--- config.mk ---
export PLATFORM = sky130hd
export DESIGN_NAME = axi_rd_burst_sched
export DESIGN_NICKNAME = d
export VERILOG_FILES = /design/src/rtl/axi_rd_pkg.sv /design/src/rtl/axi_rd_burst_calc.sv /design/src/rtl/axi_rd_burst_sched.sv
export SDC_FILE = /design/constraint.sdc
export NUM_CORES = 1
export LEC_CHECK = 0
export ABC_CLOCK_PERIOD_IN_PS = 7500
export CORE_AREA = 2 2 246 248
export CTS_CLUSTER_DIAMETER = 150
export DETAILED_ROUTE_END_ITERATION = 8
export DIE_AREA = 0 0 248 250
export GPL_ROUTABILITY_DRIVEN = 0
export SYNTH_ARGS = -nofsm -noshare
export SYNTH_HDL_FRONTEND = slang
export SYNTH_HIERARCHICAL = 1
export SYNTH_SLANG_ARGS = --single-unit
--- constraint.sdc ---
create_clock -name clk_i -period 7.5 [get_ports clk_i]
set_clock_uncertainty 0.05 [all_clocks]
set_input_delay 0.75 -clock clk_i [delete_from_list [all_inputs] [get_ports clk_i]]
set_output_delay 0.75 -clock clk_i [all_outputs]
set_load 0.01 [all_outputs]
--- src/rtl/axi_rd_pkg.sv ---
// Shared encodings and state type for the AXI read burst scheduler.
// Imported by the scheduler top and its burst-length calculator.
package axi_rd_pkg;

   localparam logic [1:0] BURST_INCR  = 2'b01;
   localparam logic [1:0] RESP_OKAY   = 2'b00;
   localparam logic [1:0] RESP_EXOKAY = 2'b01;
   localparam int         PAGE_BYTES  = 4096;

   typedef enum logic [1:0] {
      ST_IDLE,
      ST_ISSUE,
      ST_DRAIN,
      ST_DONE
   } state_e;

   function automatic logic resp_is_err(input logic [1:0] resp);
      return (resp != RESP_OKAY) && (resp != RESP_EXOKAY);
   endfunction

endpackage

--- src/rtl/axi_rd_burst_calc.sv ---
// Burst length calculator: clips a request at MAX_BURST and the 4 KB page.
// Pure combinational; arlen_o is only meaningful while len_o != 0.
module axi_rd_burst_calc
   import axi_rd_pkg::*;
#(
   parameter int BPB       = 32,
   parameter int MAX_BURST = 16
) (
   input  logic [15:0] remaining_i,
   input  logic [11:0] page_off_i,
   output logic [8:0]  len_o,
   output logic [7:0]  arlen_o
);

   localparam int          SH   = $clog2(BPB);
   localparam logic [15:0] MAXB = 16'(MAX_BURST);

   logic [12:0] page_bytes;
   logic [15:0] page_beats;
   logic [15:0] lim;

   always_comb begin
      page_bytes = 13'(PAGE_BYTES) - {1'b0, page_off_i};
      page_beats = 16'(page_bytes >> SH);
      lim        = (remaining_i < MAXB) ? remaining_i : MAXB;
      if (page_beats < lim) lim = page_beats;
      len_o      = 9'(lim);
      arlen_o    = 8'(len_o - 9'd1);
   end

endmodule

--- src/rtl/axi_rd_burst_sched.sv ---
// AXI4 read command scheduler: splits one linear descriptor into INCR
// bursts under a credit limit and forwards R beats to a stream.
module axi_rd_burst_sched
   import axi_rd_pkg::*;
#(
   parameter int DATA_WIDTH = 256,
   parameter int ADDR_WIDTH = 32,
   parameter int ID_WIDTH   = 1,
   parameter int MAX_BURST  = 16,
   parameter int MAX_OUTST  = 4
) (
   input  logic                  clk_i,
   input  logic                  reset_n_i,
   input  logic                  cmd_valid_i,
   output logic                  cmd_ready_o,
   input  logic [ADDR_WIDTH-1:0] cmd_addr_i,
   input  logic [15:0]           cmd_beats_i,
   output logic                  busy_o,
   output logic                  done_o,
   output logic                  err_o,
   output logic [ID_WIDTH-1:0]   m_axi_arid_o,
   output logic [ADDR_WIDTH-1:0] m_axi_araddr_o,
   output logic [7:0]            m_axi_arlen_o,
   output logic [2:0]            m_axi_arsize_o,
   output logic [1:0]            m_axi_arburst_o,
   output logic                  m_axi_arlock_o,
   output logic [3:0]            m_axi_arcache_o,
   output logic [2:0]            m_axi_arprot_o,
   output logic [3:0]            m_axi_arregion_o,
   output logic [3:0]            m_axi_arqos_o,
   output logic                  m_axi_aruser_o,
   output logic                  m_axi_arvalid_o,
   input  logic                  m_axi_arready_i,
   input  logic [ID_WIDTH-1:0]   m_axi_rid_i,
   input  logic [DATA_WIDTH-1:0] m_axi_rdata_i,
   input  logic [1:0]            m_axi_rresp_i,
   input  logic                  m_axi_rlast_i,
   input  logic                  m_axi_ruser_i,
   input  logic                  m_axi_rvalid_i,
   output logic                  m_axi_rready_o,
   output logic [DATA_WIDTH-1:0] rd_data_o,
   output logic                  rd_valid_o,
   input  logic                  rd_ready_i,
   output logic                  rd_last_o
);

   localparam int BPB = DATA_WIDTH / 8;
   localparam int SH  = $clog2(BPB);
   localparam int OW  = $clog2(MAX_OUTST + 1);
   localparam logic [OW-1:0]         OUTST_MAX = OW'(MAX_OUTST);
   localparam logic [ADDR_WIDTH-1:0] LSB_MASK  = ADDR_WIDTH'(BPB - 1);

   state_e                state_q, state_d;
   logic [ADDR_WIDTH-1:0] addr_q, addr_d;
   logic [15:0]           rem_q, rem_d;
   logic [15:0]           rx_q, rx_d;
   logic [OW-1:0]         outst_q, outst_d;
   logic                  err_q, err_d;

   logic       cmd_hs, ar_hs, r_hs, rl_hs, rx_live;
   logic [8:0] blen;
   logic [7:0] calc_arlen;
   logic       unused_r;

   axi_rd_burst_calc #(
      .BPB       (BPB),
      .MAX_BURST (MAX_BURST)
   ) u_calc (
      .remaining_i (rem_q),
      .page_off_i  (addr_q[11:0]),
      .len_o       (blen),
      .arlen_o     (calc_arlen)
   );

   assign cmd_hs  = cmd_valid_i && cmd_ready_o;
   assign ar_hs   = m_axi_arvalid_o && m_axi_arready_i;
   assign r_hs    = m_axi_rvalid_i && m_axi_rready_o;
   assign rl_hs   = r_hs && m_axi_rlast_i && (outst_q != '0);
   assign rx_live = (rx_q != 16'd0);

   // Beats outside a command are swallowed so a stray response never stalls R.
   assign rd_data_o      = m_axi_rdata_i;
   assign rd_valid_o     = m_axi_rvalid_i && rx_live;
   assign rd_last_o      = m_axi_rvalid_i && (rx_q == 16'd1);
   assign m_axi_rready_o = rx_live ? rd_ready_i : 1'b1;

   assign m_axi_arid_o     = '0;
   assign m_axi_araddr_o   = addr_q;
   assign m_axi_arsize_o   = 3'(SH);
   assign m_axi_arburst_o  = BURST_INCR;
   assign m_axi_arlock_o   = 1'b0;
   assign m_axi_arcache_o  = 4'd0;
   assign m_axi_arprot_o   = 3'd0;
   assign m_axi_arregion_o = 4'd0;
   assign m_axi_arqos_o    = 4'd0;
   assign m_axi_aruser_o   = 1'b0;
   assign err_o            = err_q;
   assign unused_r         = ^{m_axi_rid_i, m_axi_ruser_i};

   always_comb begin
      addr_d  = addr_q;
      rem_d   = rem_q;
      rx_d    = rx_q;
      outst_d = outst_q;
      err_d   = err_q;
      if (ar_hs) begin
         addr_d = addr_q + (ADDR_WIDTH'(blen) << SH);
         rem_d  = rem_q - 16'(blen);
      end
      if (r_hs && rx_live) rx_d = rx_q - 16'd1;
      if (ar_hs && !rl_hs) outst_d = outst_q + 1'b1;
      if (!ar_hs && rl_hs) outst_d = outst_q - 1'b1;
      if (r_hs && resp_is_err(m_axi_rresp_i)) err_d = 1'b1;
      if (cmd_hs) begin
         addr_d = cmd_addr_i & ~LSB_MASK;
         rem_d  = cmd_beats_i;
         rx_d   = cmd_beats_i;
         err_d  = 1'b0;
      end
   end

   always_ff @(posedge clk_i or negedge reset_n_i) begin
      if (!reset_n_i) begin
         state_q <= ST_IDLE;
         addr_q  <= '0;
         rem_q   <= '0;
         rx_q    <= '0;
         outst_q <= '0;
         err_q   <= 1'b0;
      end else begin
         state_q <= state_d;
         addr_q  <= addr_d;
         rem_q   <= rem_d;
         rx_q    <= rx_d;
         outst_q <= outst_d;
         err_q   <= err_d;
      end
   end

   // Drain exit looks at next-state counters so done follows the final rlast.
   always_comb begin
      state_d = state_q;
      case (state_q)
         ST_IDLE: begin
            if (cmd_hs)
               state_d = (cmd_beats_i == 16'd0) ? ST_DONE : ST_ISSUE;
         end
         ST_ISSUE: begin
            if (ar_hs && (rem_q == 16'(blen))) state_d = ST_DRAIN;
         end
         ST_DRAIN: begin
            if ((outst_d == '0) && (rx_d == 16'd0)) state_d = ST_DONE;
         end
         ST_DONE:  state_d = ST_IDLE;
         default:  state_d = ST_IDLE;
      endcase
   end

   always_comb begin
      cmd_ready_o     = (state_q == ST_IDLE);
      busy_o          = (state_q != ST_IDLE);
      done_o          = (state_q == ST_DONE);
      m_axi_arvalid_o = 1'b0;
      m_axi_arlen_o   = 8'd0;
      if (state_q == ST_ISSUE) begin
         m_axi_arvalid_o = (outst_q < OUTST_MAX);
         m_axi_arlen_o   = calc_arlen;
      end
   end

endmodule

# Word level (Yosys, flattened, before mapping)
# Index checks and enable logic that the tools add are counted.
[classes]
add_sub_neg = 7
multipliers = 0
div = 0
magnitude_cmp = 3
eq_ne = 9
shift = 0
muxes = 20
bitwise_logic = 0
n_reduce_logical = 27
[op_table]
columns = ["cell", "count"]
rows = [
  ["two-way mux 16 bit", 5],
  ["two-way mux 32 bit", 2],
  ["adder 32 x 14 -> 32 bit", 1],
  ["logical NOT 16 bit", 2],
  ["== test 16 x 1 -> 1 bit (second input constant)", 1],
  ["== test 16 x 9 -> 1 bit", 1],
  ["less-than comparator 16 x 5 -> 1 bit (second input constant)", 1],
  ["less-than comparator 8 x 16 -> 1 bit", 1],
  ["nonzero test 16 bit", 1],
  ["subtractor 16 x 1 -> 16 bit (second input constant)", 1],
  ["subtractor 16 x 9 -> 16 bit", 1],
  ["logical AND 1 bit", 14],
  ["subtractor 13 x 12 -> 13 bit (first input constant)", 1],
  ["two-way mux 9 bit", 1],
  ["two-way mux 2 bit", 4],
  ["two-way mux 8 bit", 1],
  ["one-hot mux 2 bit (4 select lines)", 1],
  ["nonzero test 2 bit", 4],
  ["subtractor 8 x 1 -> 8 bit (second input constant)", 1],
  ["two-way mux 3 bit", 2],
  ["== test 2 bit (second input constant)", 2],
  ["two-way mux 1 bit", 4],
  ["!= test 2 x 1 -> 1 bit (second input constant)", 2],
  ["!= test 2 bit (second input constant)", 2],
  ["9 further kinds", 10],
]
[totals]
regBits = 70
latch_bits = 0
mem_bits_rw = 0
mem_bits_ro = 0
out_inout_bits = 327
elab_cells = 72
n_memories = 0

# Depth between registers and ports, before layout
# Gate-level depths: netlist (run 1).
[depth]
depth_word = 13
mapped_depth = 24

# Hierarchy
# The synthesis (run 1) kept the hierarchy.
[modules_own_cells]
columns = ["mod", "instances", "cells_each", "area_per_inst_um2", "seq_area_each_um2"]
rows = [
  ["axi_rd_burst_sched", 1, 839, 6834.1, 1626.6],
  ["axi_rd_burst_calc", 1, 104, 728.2, 0.0],
]

# Least setup slack after synthesis (run 1)
# OpenSTA, ideal clock, no wires.
[synth_timing]
path_type = "reg-to-reg"
startpoint = "register addr_q[6], in the netlist m_axi_araddr_o[6]"
endpoint = "register addr_q[25], in the netlist m_axi_araddr_o[25]"
setup_ns = 0.124
t_arrival_ns = 5.250
required_ns = 7.326
slack_ns = 2.076
stages_incl_launch_ff = 25
n_path_buf = 3
synth_period_minus_slack_ns = 5.424
path_cell_list = "dfrtp_1 -> nor3_1 -> or3b_1 -> clkbuf_1 -> or3_1 -> xor2_1 -> ha_1 -> nand4_1 -> a221o_1 -> and2_1 -> clkbuf_1 -> a21o_1 -> buf_6 -> nor2_1 -> a21o_2 -> inv_1 -> fa_1 -> nor2b_1 -> o21ai_0 -> a21boi_0 -> o211ai_1 -> a21oi_1 -> o2111ai_1 -> and3_1 -> a211o_1"
[synth_between]
elab_chain_cells = 6
[synth_lines]
columns = ["element", "line_no", "rtl"]
rows = [
  ["start, declared", "axi_rd_burst_sched.sv:54", "logic [ADDR_WIDTH-1:0] addr_q, addr_d;"],
  ["start signal, assigned", "axi_rd_burst_sched.sv:132", "addr_q <= addr_d;"],
  ["subtractor 13 x 12 -> 13 bit (*)", "axi_rd_burst_calc.sv:23", "page_bytes = 13'(PAGE_BYTES) - {1'b0, page_off_i};"],
  ["less-than comparator 8 x 16 -> 1 bit", "axi_rd_burst_calc.sv:26", "if (page_beats < lim) lim = page_beats;"],
  ["two-way mux 9 bit (*)", "axi_rd_burst_calc.sv:26", ""],
  ["net blen[1]", "axi_rd_burst_sched.sv:61", "logic [8:0] blen;"],
  ["adder 32 x 14 -> 32 bit (*)", "axi_rd_burst_sched.sv:107", "addr_d = addr_q + (ADDR_WIDTH'(blen) << SH);"],
  ["two-way mux 32 bit (*)", "axi_rd_burst_sched.sv:106", "if (ar_hs) begin"],
  ["two-way mux 32 bit (*)", "axi_rd_burst_sched.sv:114", "if (cmd_hs) begin"],
]
# The timed path passes the listed nets; every way through them passes the cells marked *. The select of a mux whose other input is x is not followed.
# A chain may end at the register's enable or synchronous reset.

# Worst setup path after layout (run 1)
[layout_timing]
startpoint = "register addr_q[6], in the netlist m_axi_araddr_o[6]"
endpoint = "register addr_q[26], in the netlist m_axi_araddr_o[26]"
# The elaborated chain is that of the path after synthesis.

==> impl_results.md, run 1 <==
- Syn Area/Cell: 8.02 um^2
- Seq/Total Area, Yosys: 0.215
- Initial Utilization: 0.127
- Relative slew slack: 0.327
- P per Cell Area: 388 nW/um^2
- Critical path's slowest cell: a2111oi_0
- Share of post-route cells with drive strength above 1: 0.0681
- Crit path arrival time: approximately 6.3 ns
- TritonRoute pass-1 iters: 5
- Hold_buf cts: 0
- GRT overflow: 0
- CP Cell Sequence: nor3_1 -> or3b_1 -> or3_1 -> xor2_1 -> ha_1 -> a211oi_1 -> o21bai_1 -> a211oi_4 -> a21o_1 -> nor2_1 -> a21o_2 -> ha_1 -> a21o_1 -> a21oi_1 -> o21ai_0 -> a2111oi_0 -> o31ai_2 -> nand3_1 -> xor2_1 -> a21oi_1
- Util after Layout: 0.129
- Tcrit/Tclk final: 0.816
- Gates resized, CTS repair: 0
- Peak supply drop: around 0.11 mV
- Critical path type: reg -> reg
- Die area: 62000 um^2
- Final Max Tran Viols: 0
- Initial antenna violation count: 3
- R2R cell count: 20
- Final worst slack: 1.38 ns
- Dpl hpwl: approximately 22000 um
- Unrepaired setup endpoints after global routing: false
- Die Ht: 250 um
- Worst path bufs/invs: 0
- DR WL/cell: 17.5 um
- Critical path capture point type: flip-flop
- Critical path fanouts, max: 10
- Status: finished clean
- Reg2reg setup slack: approximately 1.4 ns
- Most frequent cells in the layout: clkdlybuf4s50_1, dfrtp_1, nand2_1, nor2_1
- Row cnt: 90
- Clk slew on worst S/H paths: 0.06 ns
- Antenna-violating nets left: 0
- R2R Path End: m_axi_araddr_o[26]$_DFFE_PN0P_
- Tot Pwr: 2.98 mW
- Slew @ Worst Pin: 1.01 ns
- CP required: roughly 7.6 ns
- Vias in the first global route: roughly 5800
- Syn Std Cell Area: between 7000 and 8000 um^2
- Yosys warnings: 6
- Final min period: 6.12 ns
- Leak Pwr: about 2.8 nW
- Worst hold path endpoint: err_o$_DFFE_PN0P_
- Iter 0 DRT Violations: about 470
- Layout Nets: roughly 1100
- CTS buffer count: 9
- CTS tree: done
- Maximum root-to-sink buffer count: 2
- Global-route wire length before repair: 38400 um
- Fmax: between 150 and 200 MHz
- Ys flop type: dfrtp_1
- H-tree lvl count: 3
- Number of synthesized flops with an enable pin: 0
- Most common cell after layout, fill and taps aside: clkdlybuf4s50_1
- Reg-to-reg critical path startpoint: m_axi_araddr_o[6]$_DFFE_PN0P_
- Synth unique cells: 89
- Worst hold path type: reg -> reg
- Register bit total from synthesis: 65
- Vias: 5894
- Critical path's largest stage delay: 0.68 ns
- Port bufs: 93
- Detailed Route WL: 27400 um
- Remaining DRCs: 0
- Dpl ws: about 1.4 ns
- I/O pin cnt: 642
- Maximum number of pins on one net before global-route repair: 72
- Setup Buffers After CTS: 0
- Vias per Instance: 3.77
- Max Cap Violations: 0
- Core Box Area: between 50000 and 60000 um^2
- Die width: 248 um
- Worst Min Path Start: err_o$_DFFE_PN0P_
- Setup TNS Final: 0 ns
- Global Route Usage Sum: 0.0854
- Ys async rst share: 1.00
- Layout area overhead: 1.57%
- Final setup fails: 0
- Root Driver: clkbuf_16
- Clk_lat worst skew: approximately 0.35 ns
- Hold Fails Final Rpt: 0
- Delay-heaviest family, CP: compound AO/OA/AOI/OAI gates
- CTS Sinks: 65
- Mapped Cells: 943
- WHS Path Cells: 2
- CP startpoint kind: flip-flop
metal layers:
layer	GRT usage	share of wire	wire length [um]
met1	0.101	0.40	10900
met2	0.115	0.41	11100
met3	0.0524	0.14	3920
met4	0.0496	0.049	1350
met5	0.0119	0.0038	105
sequential cells by signal (all words and copies together), names as in the netlist:
name,count
rem_q,16
state_q,2
m_axi_araddr_o,27
err_o,1
outst_q,3
rx_q,16
metrics by stage:
stage / area (um^2) / std cells / hold slack [ns]
after floorplan: 7700 / 980 / 0.404
after global placement: 7380 / 1544 / 0.433
after detailed placement: 7380 / 1544 / 0.450
after CTS: 7670 / 1560 / 0.462
after global routing: 7670 / 1560 / 0.526
final: 7680 / 1563 / 0.458
worst max-delay path by stage:
stage                                   from                              to  slack [ns]  cells after the start
6_report       m_axi_araddr_o[6]$_DFFE_PN0P_  m_axi_araddr_o[26]$_DFFE_PN0P_        1.38                     20
5_1_grt        m_axi_araddr_o[6]$_DFFE_PN0P_  m_axi_araddr_o[26]$_DFFE_PN0P_        0.86                     20
3_5_place_dp   m_axi_araddr_o[6]$_DFFE_PN0P_  m_axi_araddr_o[22]$_DFFE_PN0P_        1.42                     20
2_1_floorplan  m_axi_araddr_o[6]$_DFFE_PN0P_  m_axi_araddr_o[25]$_DFFE_PN0P_        2.08                     24
4_1_cts        m_axi_araddr_o[6]$_DFFE_PN0P_  m_axi_araddr_o[22]$_DFFE_PN0P_        1.39                     20
3_3_place_gp   m_axi_araddr_o[6]$_DFFE_PN0P_  m_axi_araddr_o[22]$_DFFE_PN0P_        1.48                     20
synth_stat cells, types with 5 or more instances:
cell type,count,share of area
a211oi_1,8,0.0079
a21o_1,6,0.0060
a21oi_1,41,0.027
a31oi_1,16,0.013
and2_1,14,0.012
and3_1,7,0.0058
buf_4,286,0.28
clkbuf_1,23,0.011
dfrtp_1,65,0.22
ha_1,36,0.060
inv_1,32,0.016
nand2_1,63,0.031
nand3_1,21,0.014
nand4_1,10,0.0083
nor2_1,59,0.029
nor2b_1,8,0.0066
nor3_1,20,0.013
nor4_1,21,0.017
o2111ai_1,6,0.0069
o21ai_0,38,0.025
o31ai_1,5,0.0050
or3_1,8,0.0066
xnor2_1,21,0.024
xor2_1,21,0.024
cell type report:
| type | count | area, um^2 |
|---|---|---|
| Fill cell | 6754 | 51900 |
| Multi-Input combinational cell | 565 | 3680 |
| Sequential cell | 65 | 1630 |
| Tap cell | 782 | 978 |
| Timing Repair Buffer | 99 | 971 |
| Clock buffer | 10 | 229 |
| Inverter | 33 | 124 |
| Clock inverter | 6 | 67.6 |
| Antenna cell | 3 | 7.51 |
kinds of logic (layout without fill, tap and decap cells):
group,count (synthesis),count (layout),synth area share
AO/OA/AOI/OAI,166,166,0.147
buffers and inverters,350,148,0.318
AND/OR/NAND/NOR,273,273,0.197
XOR/XNOR,42,42,0.0486
multiplexers,5,5,0.00711
flip-flops,65,65,0.215
adder cells (fa/ha/maj),38,38,0.0649
other,4,44,0.00198
report_power, final:
| group | switching [mW] | total (mW) | internal, mW |
|---|---|---|---|
| Combinational | 0.983 | 1.77 | 0.787 |
| Clock | 0.177 | 0.436 | 0.259 |
| Sequential | 0.250 | 0.775 | 0.525 |
| Total | 1.41 | 2.98 | 1.57 |
worst reg2reg max path: stages (launching register included):
cell       delay, ns
dfrtp_1         0.48
nor3_1          0.28
or3b_1          0.48
or3_1           0.37
xor2_1          0.24
ha_1            0.29
a211oi_1        0.30
o21bai_1        0.16
a211oi_4        0.31
a21o_1          0.36
nor2_1          0.10
a21o_2          0.23
ha_1            0.28
a21o_1          0.18
a21oi_1         0.21
o21ai_0         0.15
a2111oi_0       0.68
o31ai_2         0.36
nand3_1         0.20
xor2_1          0.18
a21oi_1         0.08
Note: power is estimated with default switching activity, not from simulation.
==> run 2, diff against run 1 <==
--- a/config.mk
+++ b/config.mk
@@ -5,11 +5,11 @@
 export SDC_FILE = /design/constraint.sdc
 export NUM_CORES = 1
 export LEC_CHECK = 0
-export ABC_CLOCK_PERIOD_IN_PS = 7500
-export CORE_AREA = 2 2 246 248
+export ABC_CLOCK_PERIOD_IN_PS = 5520
+export CORE_AREA = 2 2 251 253
 export CTS_CLUSTER_DIAMETER = 150
 export DETAILED_ROUTE_END_ITERATION = 8
-export DIE_AREA = 0 0 248 250
+export DIE_AREA = 0 0 253 255
 export GPL_ROUTABILITY_DRIVEN = 0
 export SYNTH_ARGS = -nofsm -noshare
 export SYNTH_HDL_FRONTEND = slang
==> constraint.sdc (replaced) <==
create_clock -name clk_i -period 5.52 [get_ports clk_i]
set_clock_uncertainty 0.05 [all_clocks]
set_input_delay 0.552 -clock clk_i [delete_from_list [all_inputs] [get_ports clk_i]]
set_output_delay 0.552 -clock clk_i [all_outputs]
set_load 0.01 [all_outputs]
==> impl_results.md, run 2 (synthesis results as in run 1) <==
- Status: finished clean (unchanged)
- Tot Pwr: 4.23 mW (was 2.98 mW)
- Worst hold path type: in -> async (was reg -> reg)
- Reg2reg setup slack: 0.30 ns (was 1.38 ns)
- Delay-heaviest family, CP: simple AND/OR/NAND/NOR gates (was compound AO/OA/AOI/OAI gates)
- Share of post-route cells with drive strength above 1: 0.103 (was 0.0681)
- Final setup fails: 0 (unchanged)
- DR WL/cell: 17.9 um (was 17.5 um)
- Final cell count without fillers: 1592 (was 1563)
- Clk_lat worst skew: 0.34 ns (was 0.35 ns)
- Slew @ Worst Pin: 1.01 ns (about the same)
- Vias per Instance: 3.75 (was 3.77)
- Port bufs: 93 (unchanged)
- Fillers: 7113 (was 6754)
- CTS tree: done (unchanged)
- CP startpoint kind: flip-flop (unchanged)
- TritonRoute pass-1 iters: 5 (unchanged)
- Diode count: 0 (was 3)
- I/O pin cnt: 642 (unchanged)
- Vias: 5969 (was 5894)
- Detailed Route WL: 28500 um (was 27400 um)
- Clk slew on worst S/H paths: 0.06 ns (about the same)
- Fmax: 192 MHz
- Row cnt: 92 (was 90)
- Die area: 64500 um^2 (was 62000 um^2)
- Crit path arrival time: 4.62 ns (was 6.26 ns)
- Reg area: 1630 um^2 (unchanged)
- Global Route Usage Sum: 0.0845 (was 0.0854)
- Setup TNS Final: 0 ns (unchanged)
- Reg-to-reg critical path startpoint: m_axi_araddr_o[5]$_DFFE_PN0P_ (was m_axi_araddr_o[6]$_DFFE_PN0P_)
- R2R Path End: state_q[1]$_DFFE_PN0P_ (was m_axi_araddr_o[26]$_DFFE_PN0P_)
- Maximum root-to-sink buffer count: 2 (unchanged)
- Global-route wire length before repair: 39500 um (was 38400 um)
- Peak supply drop: 0.163 mV (was 0.107 mV)
- Final min period: 5.22 ns
- Most common cell after layout, fill and taps aside: clkdlybuf4s50_1 (unchanged)
- CP required: 4.92 ns (was 7.64 ns)
- Die Ht: 255 um (was 250 um)
- Remaining DRCs: 0 (unchanged)
- CTS buffer count: 9 (unchanged)
- Leak Pwr: 2.92 nW (was 2.81 nW)
- Critical path's largest stage delay: 0.57 ns (was 0.68 ns)
- Layout Nets: 1141 (was 1126)
- Tcrit/Tclk final: 0.945
- CTS Sinks: 65 (unchanged)
- CP Cell Sequence: nor3_2 -> or3b_1 -> or3_1 -> xor2_1 -> ha_1 -> nand4_1 -> a221o_1 -> and2_1 -> a21o_1 -> buf_4 -> a21oi_1 -> ha_1 -> xor2_1 -> and2_1 -> clkdlybuf4s50_1 (was nor3_1 -> or3b_1 -> or3_1 -> xor2_1 -> ha_1 -> a211oi_1 -> o21bai_1 -> a211oi_4 -> a21o_1 -> nor2_1 -> a21o_2 -> ha_1 -> a21o_1 -> a21oi_1 -> o21ai_0 -> a2111oi_0 -> o31ai_2 -> nand3_1 -> xor2_1 -> a21oi_1)
- P per Cell Area: 535 nW/um^2 (was 388 nW/um^2)
- Critical path fanouts, max: 6 (was 10)
- Core Box Area: 62200 um^2 (was 59600 um^2)
- Root Driver: clkbuf_16 (unchanged)
- Initial Utilization: 0.122 (was 0.127)
- Hold Fails Final Rpt: 0 (unchanged)
- Die width: 253 um (was 248 um)
- Iter 0 DRT Violations: 448 (was 469)
- Max FFs per register: 27 (unchanged)
- Unrepaired setup endpoints after global routing: false (unchanged)
- H-tree lvl count: 3 (unchanged)
- Most frequent cells in the layout: clkdlybuf4s50_1, dfrtp_1, nand2_1, nor2_1 (unchanged)
- Maximum number of pins on one net before global-route repair: 66 (was 72)
- Critical path capture point type: output pin (was flip-flop)
- Cells after DPL: 1574 (was 1544)
- Worst path bufs/invs: 2 (was 0)
- Dpl hpwl: 22900 um (was 21700 um)
- R2R cell count: 21 (was 20)
- Vias in the first global route: 5872 (was 5752)
- Critical path's slowest cell: clkdlybuf4s50_1 (was a2111oi_0)
- Initial antenna violation count: 2 (was 3)
- Critical path type: reg -> out (was reg -> reg)
- Relative slew slack: 0.325 (was 0.327)
- Final Max Tran Viols: 0 (unchanged)
- Layout area overhead: 4.68% (was 1.57%)
- GRT overflow: 0 (unchanged)
- Max Cap Violations: 0 (unchanged)
- Antenna-violating nets left: 0 (unchanged)
- Multi-input gate area: 3750 um^2 (was 3680 um^2)
==> run 2: how the worst max path moves through the flow <==
stage / start / endpoint / slack [ns] / cells after the start
after floorplan: m_axi_araddr_o[6]$_DFFE_PN0P_ / m_axi_araddr_o[25]$_DFFE_PN0P_ / 0.1 / 24
after global placement: m_axi_araddr_o[5]$_DFFE_PN0P_ / m_axi_araddr_o[25]$_DFFE_PN0P_ / 0.20 / 22
after detailed placement: m_axi_araddr_o[5]$_DFFE_PN0P_ / m_axi_araddr_o[25]$_DFFE_PN0P_ / 0.16 / 22
after CTS: m_axi_araddr_o[5]$_DFFE_PN0P_ / m_axi_arlen_o[4] / 0.07 / 17
after global routing: rem_q[15]$_DFFE_PN0P_ / m_axi_araddr_o[14]$_DFFE_PN0P_ / 0.02 / 20
final: m_axi_araddr_o[5]$_DFFE_PN0P_ / m_axi_arlen_o[2] / 0.30 / 15
==> run 2: repair_timing <==
action                     in CTS  in global routing
buffers inserted                0                  2
hold buffers                    0                  0
setup endpoints to repair       0                 26
resized for setup               0                 20
==> run 2: per-stage QoR <==
step	hold WS (ns)	util	cell area (um^2)	setup slack, ns
after floorplan	0.206	-	7700	0.0959
after global placement	0.444	0.121	7490	0.204
after detailed placement	0.446	0.121	7490	0.160
after CTS	0.427	0.126	7820	0.0663
after global routing	0.451	0.127	7920	0.0223
final	0.366	0.127	7920	0.302
==> run 2: routing by layer <==
metal | global-route usage | vias to the layer above | part of all wire
li1 | - | 2609 | -
met1 | 0.100 | 2811 | 0.40
met2 | 0.118 | 402 | 0.41
met3 | 0.0472 | 139 | 0.13
met4 | 0.0480 | 8 | 0.051
met5 | 0.0158 | - | 0.0059
==> run 2: final cells by class <==
class                           count  area share
Clock inverter                      7      0.0128
Multi-Input combinational cell    565       0.474
Timing Repair Buffer              114       0.137
Inverter                           33      0.0161
Clock buffer                        9      0.0284
Tap cell                          799       0.126
Sequential cell                    65       0.205
==> run 2: power by group <==
| group | switching, mW | total, mW | internal (mW) |
|---|---|---|---|
| registers | 0.325 | 1.04 | 0.713 |
| logic | 1.40 | 2.54 | 1.14 |
| clock network | 0.255 | 0.655 | 0.400 |
| total | 1.98 | 4.23 | 2.25 |
